## src/rtl/max_pool_1.sv

```systemverilog
// max_pool_1: 2x2 stride-2 signed max pooling of a CHANNEL_NUM-channel raster pixel stream.
// Define MAX_POOL_1_ADDR_CHECK_EN to build the sticky input-address consistency check (addr_err).
module max_pool_1 #(
    parameter int DATA_WIDTH  = 16,
    parameter int CHANNEL_NUM = 6,
    parameter int ADDR_WIDTH  = 16,
    parameter int IN_WIDTH    = 31,
    parameter int IN_HEIGHT   = 31
) (
    input  logic                              clk,
    input  logic                              rst_n,
    input  logic                              frame_clr,
    input  logic                              in_wr_en,
    input  logic [ADDR_WIDTH-1:0]             in_addr,
    input  logic [CHANNEL_NUM*DATA_WIDTH-1:0] in_bus,
    output logic                              out_wr_en,
    output logic [ADDR_WIDTH-1:0]             out_addr,
    output logic [CHANNEL_NUM*DATA_WIDTH-1:0] out_bus,
    output logic                              frame_done,
    output logic                              addr_err
);

    localparam int OUT_WIDTH  = IN_WIDTH / 2;
    localparam int OUT_HEIGHT = IN_HEIGHT / 2;
    localparam int OUT_TOTAL  = OUT_WIDTH * OUT_HEIGHT;
    localparam int BUS_WIDTH  = CHANNEL_NUM * DATA_WIDTH;
    localparam int COL_W      = $clog2(IN_WIDTH + 1);
    localparam int ROW_W      = $clog2(IN_HEIGHT + 1);
    localparam int LB_W       = (OUT_WIDTH > 1) ? $clog2(OUT_WIDTH) : 1;

    localparam logic [COL_W-1:0]      COL_LAST = COL_W'(IN_WIDTH - 1);
    localparam logic [ROW_W-1:0]      ROW_LAST = ROW_W'(IN_HEIGHT - 1);
    localparam logic [COL_W-1:0]      COL_POOL = COL_W'(2 * OUT_WIDTH);
    localparam logic [ROW_W-1:0]      ROW_POOL = ROW_W'(2 * OUT_HEIGHT);
    localparam logic [ADDR_WIDTH-1:0] OUT_LAST = ADDR_WIDTH'(OUT_TOTAL - 1);

    logic [COL_W-1:0]      col;
    logic [ROW_W-1:0]      row;
    logic [BUS_WIDTH-1:0]  pair;
    logic [BUS_WIDTH-1:0]  line_buf [OUT_WIDTH];
    logic [ADDR_WIDTH-1:0] out_cnt;

    logic                  accept;
    logic                  in_region;
    logic                  frame_last;
    logic                  lb_write;
    logic                  pool_fire;
    logic [LB_W-1:0]       lb_idx;
    logic [BUS_WIDTH-1:0]  lb_rd;
    logic [BUS_WIDTH-1:0]  pair_max;
    logic [BUS_WIDTH-1:0]  pool_max;

    // frame_clr wins over a simultaneous strobe, so that pixel is dropped.
    assign accept     = in_wr_en && !frame_clr;
    assign in_region  = (col < COL_POOL) && (row < ROW_POOL);
    assign frame_last = (col == COL_LAST) && (row == ROW_LAST);
    assign lb_write   = accept && in_region && !row[0] && col[0];
    assign pool_fire  = accept && in_region && row[0] && col[0];
    assign lb_idx     = LB_W'(col >> 1);
    assign lb_rd      = line_buf[lb_idx];

    for (genvar ch = 0; ch < CHANNEL_NUM; ch++) begin : g_chan
        logic signed [DATA_WIDTH-1:0] pair_s;
        logic signed [DATA_WIDTH-1:0] pix_s;
        logic signed [DATA_WIDTH-1:0] lb_s;
        logic signed [DATA_WIDTH-1:0] pm_s;

        assign pair_s = pair[ch*DATA_WIDTH +: DATA_WIDTH];
        assign pix_s  = in_bus[ch*DATA_WIDTH +: DATA_WIDTH];
        assign lb_s   = lb_rd[ch*DATA_WIDTH +: DATA_WIDTH];
        assign pm_s   = (pix_s > pair_s) ? pix_s : pair_s;

        assign pair_max[ch*DATA_WIDTH +: DATA_WIDTH] = pm_s;
        assign pool_max[ch*DATA_WIDTH +: DATA_WIDTH] = (lb_s > pm_s) ? lb_s : pm_s;
    end

    always_ff @(posedge clk or negedge rst_n) begin
        if (!rst_n) begin
            col <= '0;
            row <= '0;
        end else if (frame_clr) begin
            col <= '0;
            row <= '0;
        end else if (in_wr_en) begin
            if (col == COL_LAST) begin
                col <= '0;
                row <= (row == ROW_LAST) ? '0 : row + ROW_W'(1);
            end else begin
                col <= col + COL_W'(1);
            end
        end
    end

    // The top row of each window pair is reduced horizontally and parked per output column.
    always_ff @(posedge clk or negedge rst_n) begin
        if (!rst_n) begin
            for (int i = 0; i < OUT_WIDTH; i++) begin
                line_buf[i] <= '0;
            end
        end else if (lb_write) begin
            line_buf[lb_idx] <= pair_max;
        end
    end

    always_ff @(posedge clk or negedge rst_n) begin
        if (!rst_n) begin
            pair       <= '0;
            out_wr_en  <= 1'b0;
            out_addr   <= '0;
            out_bus    <= '0;
            out_cnt    <= '0;
            frame_done <= 1'b0;
        end else begin
            out_wr_en  <= pool_fire;
            frame_done <= accept && frame_last;
            if (accept && in_region && !col[0]) begin
                pair <= in_bus;
            end
            if (pool_fire) begin
                out_bus  <= pool_max;
                out_addr <= out_cnt;
            end
            if (frame_clr || (accept && frame_last)) begin
                out_cnt <= '0;
            end else if (pool_fire) begin
                out_cnt <= (out_cnt == OUT_LAST) ? '0 : out_cnt + ADDR_WIDTH'(1);
            end
        end
    end

`ifdef MAX_POOL_1_ADDR_CHECK_EN
    logic [ADDR_WIDTH-1:0] expect_addr;

    assign expect_addr = ADDR_WIDTH'(row) * ADDR_WIDTH'(IN_WIDTH) + ADDR_WIDTH'(col);

    always_ff @(posedge clk or negedge rst_n) begin
        if (!rst_n) begin
            addr_err <= 1'b0;
        end else if (frame_clr) begin
            addr_err <= 1'b0;
        end else if (accept && (in_addr != expect_addr)) begin
            addr_err <= 1'b1;
        end
    end
`else
    logic unused_in_addr;

    assign unused_in_addr = ^in_addr;
    assign addr_err       = 1'b0;
`endif

endmodule

```

## config.mk

```make
export PLATFORM = sky130hd
export DESIGN_NAME = max_pool_1
export DESIGN_NICKNAME = d
export VERILOG_FILES = /design/src/rtl/max_pool_1.sv
export SDC_FILE = /design/constraint.sdc
export NUM_CORES = 2
export LEC_CHECK = 0
export BUFFER_PORTS_ARGS = -buffer_cell sky130_fd_sc_hd__clkbuf_2
export CAP_MARGIN = 20
export CORE_UTILIZATION = 60
export CTS_CLUSTER_DIAMETER = 120
export CTS_CLUSTER_SIZE = 40
export DETAILED_ROUTE_END_ITERATION = 8
export GPL_ROUTABILITY_DRIVEN = 0
export HOLD_SLACK_MARGIN = 0.12
export MAX_ROUTING_LAYER = met4
export PLACE_DENSITY = 0.77
export SLEW_MARGIN = 40
export SYNTH_ARGS = -nofsm -noshare
export SYNTH_HDL_FRONTEND = slang
export SYNTH_SLANG_ARGS = --single-unit
```

## constraint.sdc

```tcl
create_clock -name clk -period 6.4 [get_ports clk]
set_clock_uncertainty 0.2 [all_clocks]
set_input_delay 1.28 -clock clk [delete_from_list [all_inputs] [get_ports clk]]
set_output_delay 1.28 -clock clk [all_outputs]
set_load 0.1 [all_outputs]
```

Word-level counts from Yosys, hierarchy flattened
Index checks and enable logic that the tools add are counted.
{"block": "classes", "addsub": 3, "order_cmp": 16, "n_eq_ne": 3, "muxes": 28, "n_bitwise": 1, "n_reduce_logical": 19}
{"op": "1440-bit bitwise mux", "count": 1}
{"op": "96-bit binary-select mux with 4-bit select", "count": 1}
{"op": "96-bit demux with 4-bit select", "count": 1}
{"op": "96-bit two-way mux", "count": 3}
{"op": "16-bit two-way mux", "count": 15}
{"op": "16-bit greater-than comparator", "count": 12}
{"op": "5-bit two-way mux", "count": 7}
{"op": "16-bit by 1-bit adder with 16-bit output (second input constant)", "count": 1}
{"op": "16-bit by 8-bit == test with 1-bit output (second input constant)", "count": 1}
{"op": "1-bit logical AND", "count": 11}
{"op": "5-bit by 1-bit adder with 5-bit output (second input constant)", "count": 2}
{"op": "5-bit == test (second input constant)", "count": 2}
{"op": "5-bit < comparator (second input constant)", "count": 2}
{"op": "2-bit nonzero test", "count": 3}
{"op": "5-bit >= comparator (second input constant)", "count": 1}
{"op": "5-bit by 1-bit < comparator with 1-bit output (second input constant)", "count": 1}
{"op": "4-bit NOT with 5-bit output", "count": 1}
{"op": "1-bit logical NOT", "count": 3}
{"op": "2-bit AND reduction", "count": 1}
{"op": "1-bit logical OR", "count": 1}
{"block": "totals", "regBits": 1676, "in_bits": 116, "out_inout_bits": 115}

Logic depth before layout (Yosys ltp)
{"block": "logic_depth", "ltp_word": 7, "ltp_mapped": 22}

Least setup slack after synthesis
Ideal clock, no wire load.
{"block": "synth_timing", "path_kind": "input to register", "start": "input in_bus[79]", "end": "register out_bus[78]", "setup_ps": 145, "arrival_ps": 5682, "setup_slack_ps": 372, "path_stages": 18, "n_path_buf": 4, "cell_sequence": "ha_1 -> nand4_1 -> a2111oi_1 -> nor3_1 -> a311oi_4 -> buf_6 -> mux2i_2 -> buf_2 -> ha_1 -> a21o_1 -> a21o_1 -> a21oi_1 -> o21ai_0 -> nor3_1 -> or3_1 -> buf_1 -> clkbuf_1 -> o211ai_1"}
{"block": "synth_via", "elab_chain_len": 4}
{"item": "start: declaration", "line_no": "15", "source": "input logic [CHANNEL_NUM*DATA_WIDTH-1:0] in_bus,"}
{"item": "16-bit greater-than comparator", "line_no": "71", "source": "assign pm_s = (pix_s > pair_s) ? pix_s : pair_s;"}
{"item": "16-bit two-way mux (*)", "line_no": "71"}
{"item": "16-bit greater-than comparator", "line_no": "74", "source": "assign pool_max[ch*DATA_WIDTH +: DATA_WIDTH] = (lb_s > pm_s) ? lb_s : pm_s;"}
{"item": "16-bit two-way mux (*)", "line_no": "74"}
{"item": "end signal: assignment", "line_no": "120", "source": "out_bus <= pool_max;"}
{"item": "end: declaration", "line_no": "18", "source": "output logic [CHANNEL_NUM*DATA_WIDTH-1:0] out_bus,"}
Mark *: on every way between the ends. The rest lies on a longest branch, timed or not.
A chain may end at the register's enable or synchronous reset.

Final worst setup path
{"block": "layout_timing", "start": "input in_bus[94]", "end": "register out_bus[82]"}
Same word-level chain as after synthesis.

==> results.cfg <==
[floorplan]
rows = 131
start_util_pct = 60.77
die_w_um = 362.1
ios = 231
dieArea_sq_um = 131100
fp.dieH_um = 362.1
core_area_sq_um = 128000

[global_route]
grt_max_degree = 149
grt_pass1_vias = 54110
grt_first_pass_wirelength_mm = 306.3
grt_usage_pct = 30.69
antenna_found_initial = 4
grt_overflow = 0

[logic_synthesis]
synthXorXnorAreaFrac_pct = 0.06756
netlist_area_sq_um = 77790
yosysMostFrequentCell = dfrtp_1
yosysWarnings = 0
synth.distinct_cells = 66
synth_area_leader_cell = dfrtp_1
synthSimpleGateAreaFrac_pct = 9.393
synth_cells = 6943
synth_top_family_by_area = multiplexers
yosys_most_used_dff = dfrtp_1
async_flop_share_pct = 100.0
seq_area_frac_synth_pct = 53.92
synth-edff-count = 0
synth.area.top_cells = dfrtp_1 (54%), mux4_2 (11%), a21oi_1 (5.2%), mux2_2 (4.8%), nand2_1 (3.7%)
synth.avg_cell_area_sq_um = 11.20
synthAdderAreaFrac_pct = 3.185
synth.area.mux_share_pct = 18.17
synth_nets = 7257
synth-compound-area-share_pct = 11.63
ys_ff_latch = 1676
yosys-top-cells-count = dfrtp_1 (1,676), a21oi_1 (808), nand2_1 (777), nor2_1 (775), o21ai_0 (485)
synth_top_area_share_pct = 53.92

[clock_tree]
hold_buffers = 0
htree_levels = 2
cts_made_buffers = 48
clk_pin_slew_worst_paths_ns = 0.14
clock_sinks = 1676
clockBufferDepth = 3
clk_latency_ns = 0.74
post_cts_buffers = 0
cts_tree = built
root_buffer = clkbuf_16
cts_resized = 0

[worst_setup_path]
cp-end-kind = flip-flop
rrSetupSlack_ns = 1.15
reg2reg_from = pair[94]
crit_path_max_fanout = 17
crit_family = compound AO/OA/AOI/OAI gates
worstPathCellList = clkbuf_2 > ha_1 > nand4_1 > nor4_1 > a21boi_1 > or4_1 > a22o_1 > buf_4 > mux2_2 > inv_1 > ha_1 > nand4_1 > a2111o_1 > o211ai_1 > mux2_2 > and2_1 > a221o_1
critPathMaxStageDelay_ns = 0.41
cp.required_ns = 6.83
crit_buf_inv = 3
timing.rr.end = out_bus[82]
critPathLaunchType = input pin
path_class = input pin to flip-flop
cp.arrival_ns = 5.90
crit_path_top_delay_cell = mux2_2
r2r_cells = 17

[routing]
wl_per_cell_um = 22.35
routed_wl_mm = 191.4
ant_nets = 0
via_per_inst = 6.268
firstDrtPassIters = 6
route.detailed.drc = 0
first_iter_violations = 5230
vias = 53670

[worst_hold_path]
hold_depth = 2
min_from = line_buf[425]
hp-class = flip-flop to flip-flop
hold_path_end = line_buf[425]

[placement]
portBuffers = 213
placed_area_sq_um = 80990
dp_hpwl_mm = 115.9

[power]
peakVddDrop_mv = 0.3208
power_density_nw_per_um2 = 291.0
power_leakage_nw = 37.23

[sta]
setup_tns_ns = 0
maxSlewViolCount = 0
period_minus_slack_ns = 5.472
finalHoldViolCount = 0
rsz0062_at_grt = no
setup-violations-final = 0
period_share_pct = 85.50
fmax_mhz = 182.7
worst_pin_slew_ns = 0.8771
slew_headroom_pct = 41.39

[outcome]
status = complete, no violations

[finish]
drive_above_1_share_pct = 18.14
fill_cells = 9591
fin_util_pct = 64.41
design_area_sq_um = 82450
final_net_count = 7134
area_growth_pct = 5.998

[flow_run]
cap_violations = 0
[area by class of cell]
class	instances	area, sq um	share of cell area [%]
Multi-Input combinational cell	4549	33200	40.27
Timing Repair Buffer	414	3257	3.950
Clock buffer	55	1280	1.552
Inverter	131	494.2	0.5994
Clock inverter	5	91.34	0.1108
Antenna cell	4	10.01	0.01214
Tap cell	1729	2163	2.624
Sequential cell	1676	41960	50.88
[layer usage]
layer / vias to the layer above / part of all wire, % / track usage [%]
li1: 24170 / - / -
met1: 27430 / 42 / 42.47
met2: 1770 / 49 / 49.00
met3: 298 / 6.8 / 3.641
met4: 0 / 2.3 / 7.669
met5: - / 0 / -
[state kept, by name (all words and copies together) (netlist names)]
| register | count |
|---|---|
| line_buf | 1440 |
| out_bus | 96 |
| pair | 96 |
| out_addr | 16 |
| out_cnt | 16 |
| col | 5 |
| row | 5 |
| frame_done | 1 |
| out_wr_en | 1 |
[where the power goes]
group | internal (W) | switching [W]
registers | 0.0113 | 0.000531
clock network | 0.00150 | 0.00313
logic | 0.00231 | 0.00519
[stage by stage]
stage / std cells / power, W / worst slack, ns / hold WS (ns)
final: 8563 / 0.02400 / 0.9279 / 0.2904
after global routing: 8563 / 0.02502 / 0.7467 / 0.3051
after CTS: 8557 / 0.02403 / 1.035 / 0.2957
after detailed placement: 8497 / 0.01951 / 0.2281 / 0.2651
after global placement: 8493 / 0.01927 / 0.3053 / 0.2565
after floorplan: 6943 / 0.01733 / 0.3721 / 0.2446
[cells in the final DEF, fill, tap and decap left out, types with 5 or more instances in the layout]
cell,netlist,final
a211oi_1,8,8
a21o_1,26,26
a21oi_1,808,808
a221o_1,15,15
a22oi_1,5,5
a31oi_1,17,17
and2_1,16,17
and3_1,9,9
buf_12,1,48
buf_4,6,146
buf_6,1,5
clkbuf_16,0,50
clkbuf_2,0,212
dfrtp_1,1676,1672
ha_1,198,198
inv_1,129,128
mux2_2,331,331
mux2i_1,163,162
mux2i_2,19,19
mux4_2,378,378
nand2_1,777,771
nand2b_1,7,7
nand3_1,42,42
nand4_1,47,47
nand4b_1,15,15
nor2_1,775,772
nor2b_1,23,21
nor3_1,13,7
nor3_2,0,5
nor3b_1,15,15
nor4_1,9,8
o211ai_1,97,97
o21a_1,8,8
o21ai_0,485,485
o21ai_1,147,147
o31ai_1,20,20
or2_2,6,5
or4_1,20,20
[tightest hold or removal path, delay by kind of cell, from the launching register on]
family / cells / cell delay [ns]
and+or+nand+nor: 1 / 0.04
DFF: 1 / 0.36
AOI/OAI and AO/OA: 1 / 0.06
[worst max path at each step]
stage | slack (ns) | to | cells past startpoint | from
finish | 0.93 | out_bus[82] | 17 | in_bus[94]
global route | 0.75 | out_bus[95] | 17 | in_bus[95]
CTS | 1.03 | out_bus[33] | 12 | col[1]
detailed placement | 0.23 | out_bus[82] | 17 | in_bus[95]
global placement | 0.31 | out_bus[65] | 16 | in_bus[79]
floorplan | 0.37 | out_bus[78] | 18 | in_bus[79]
[cells by family (layout without fill, tap and decap cells)]
group | after synthesis | count (layout)
AO/OA/AOI/OAI | 1669 | 1669
flip-flops | 1676 | 1676
buffers and inverters | 718 | 605
adder cells (fa/ha/maj) | 198 | 198
multiplexers | 891 | 891
AND/OR/NAND/NOR | 1784 | 1784
XOR/XNOR | 6 | 6
other | 1 | 5
Note: power is estimated with default switching activity, not from simulation.
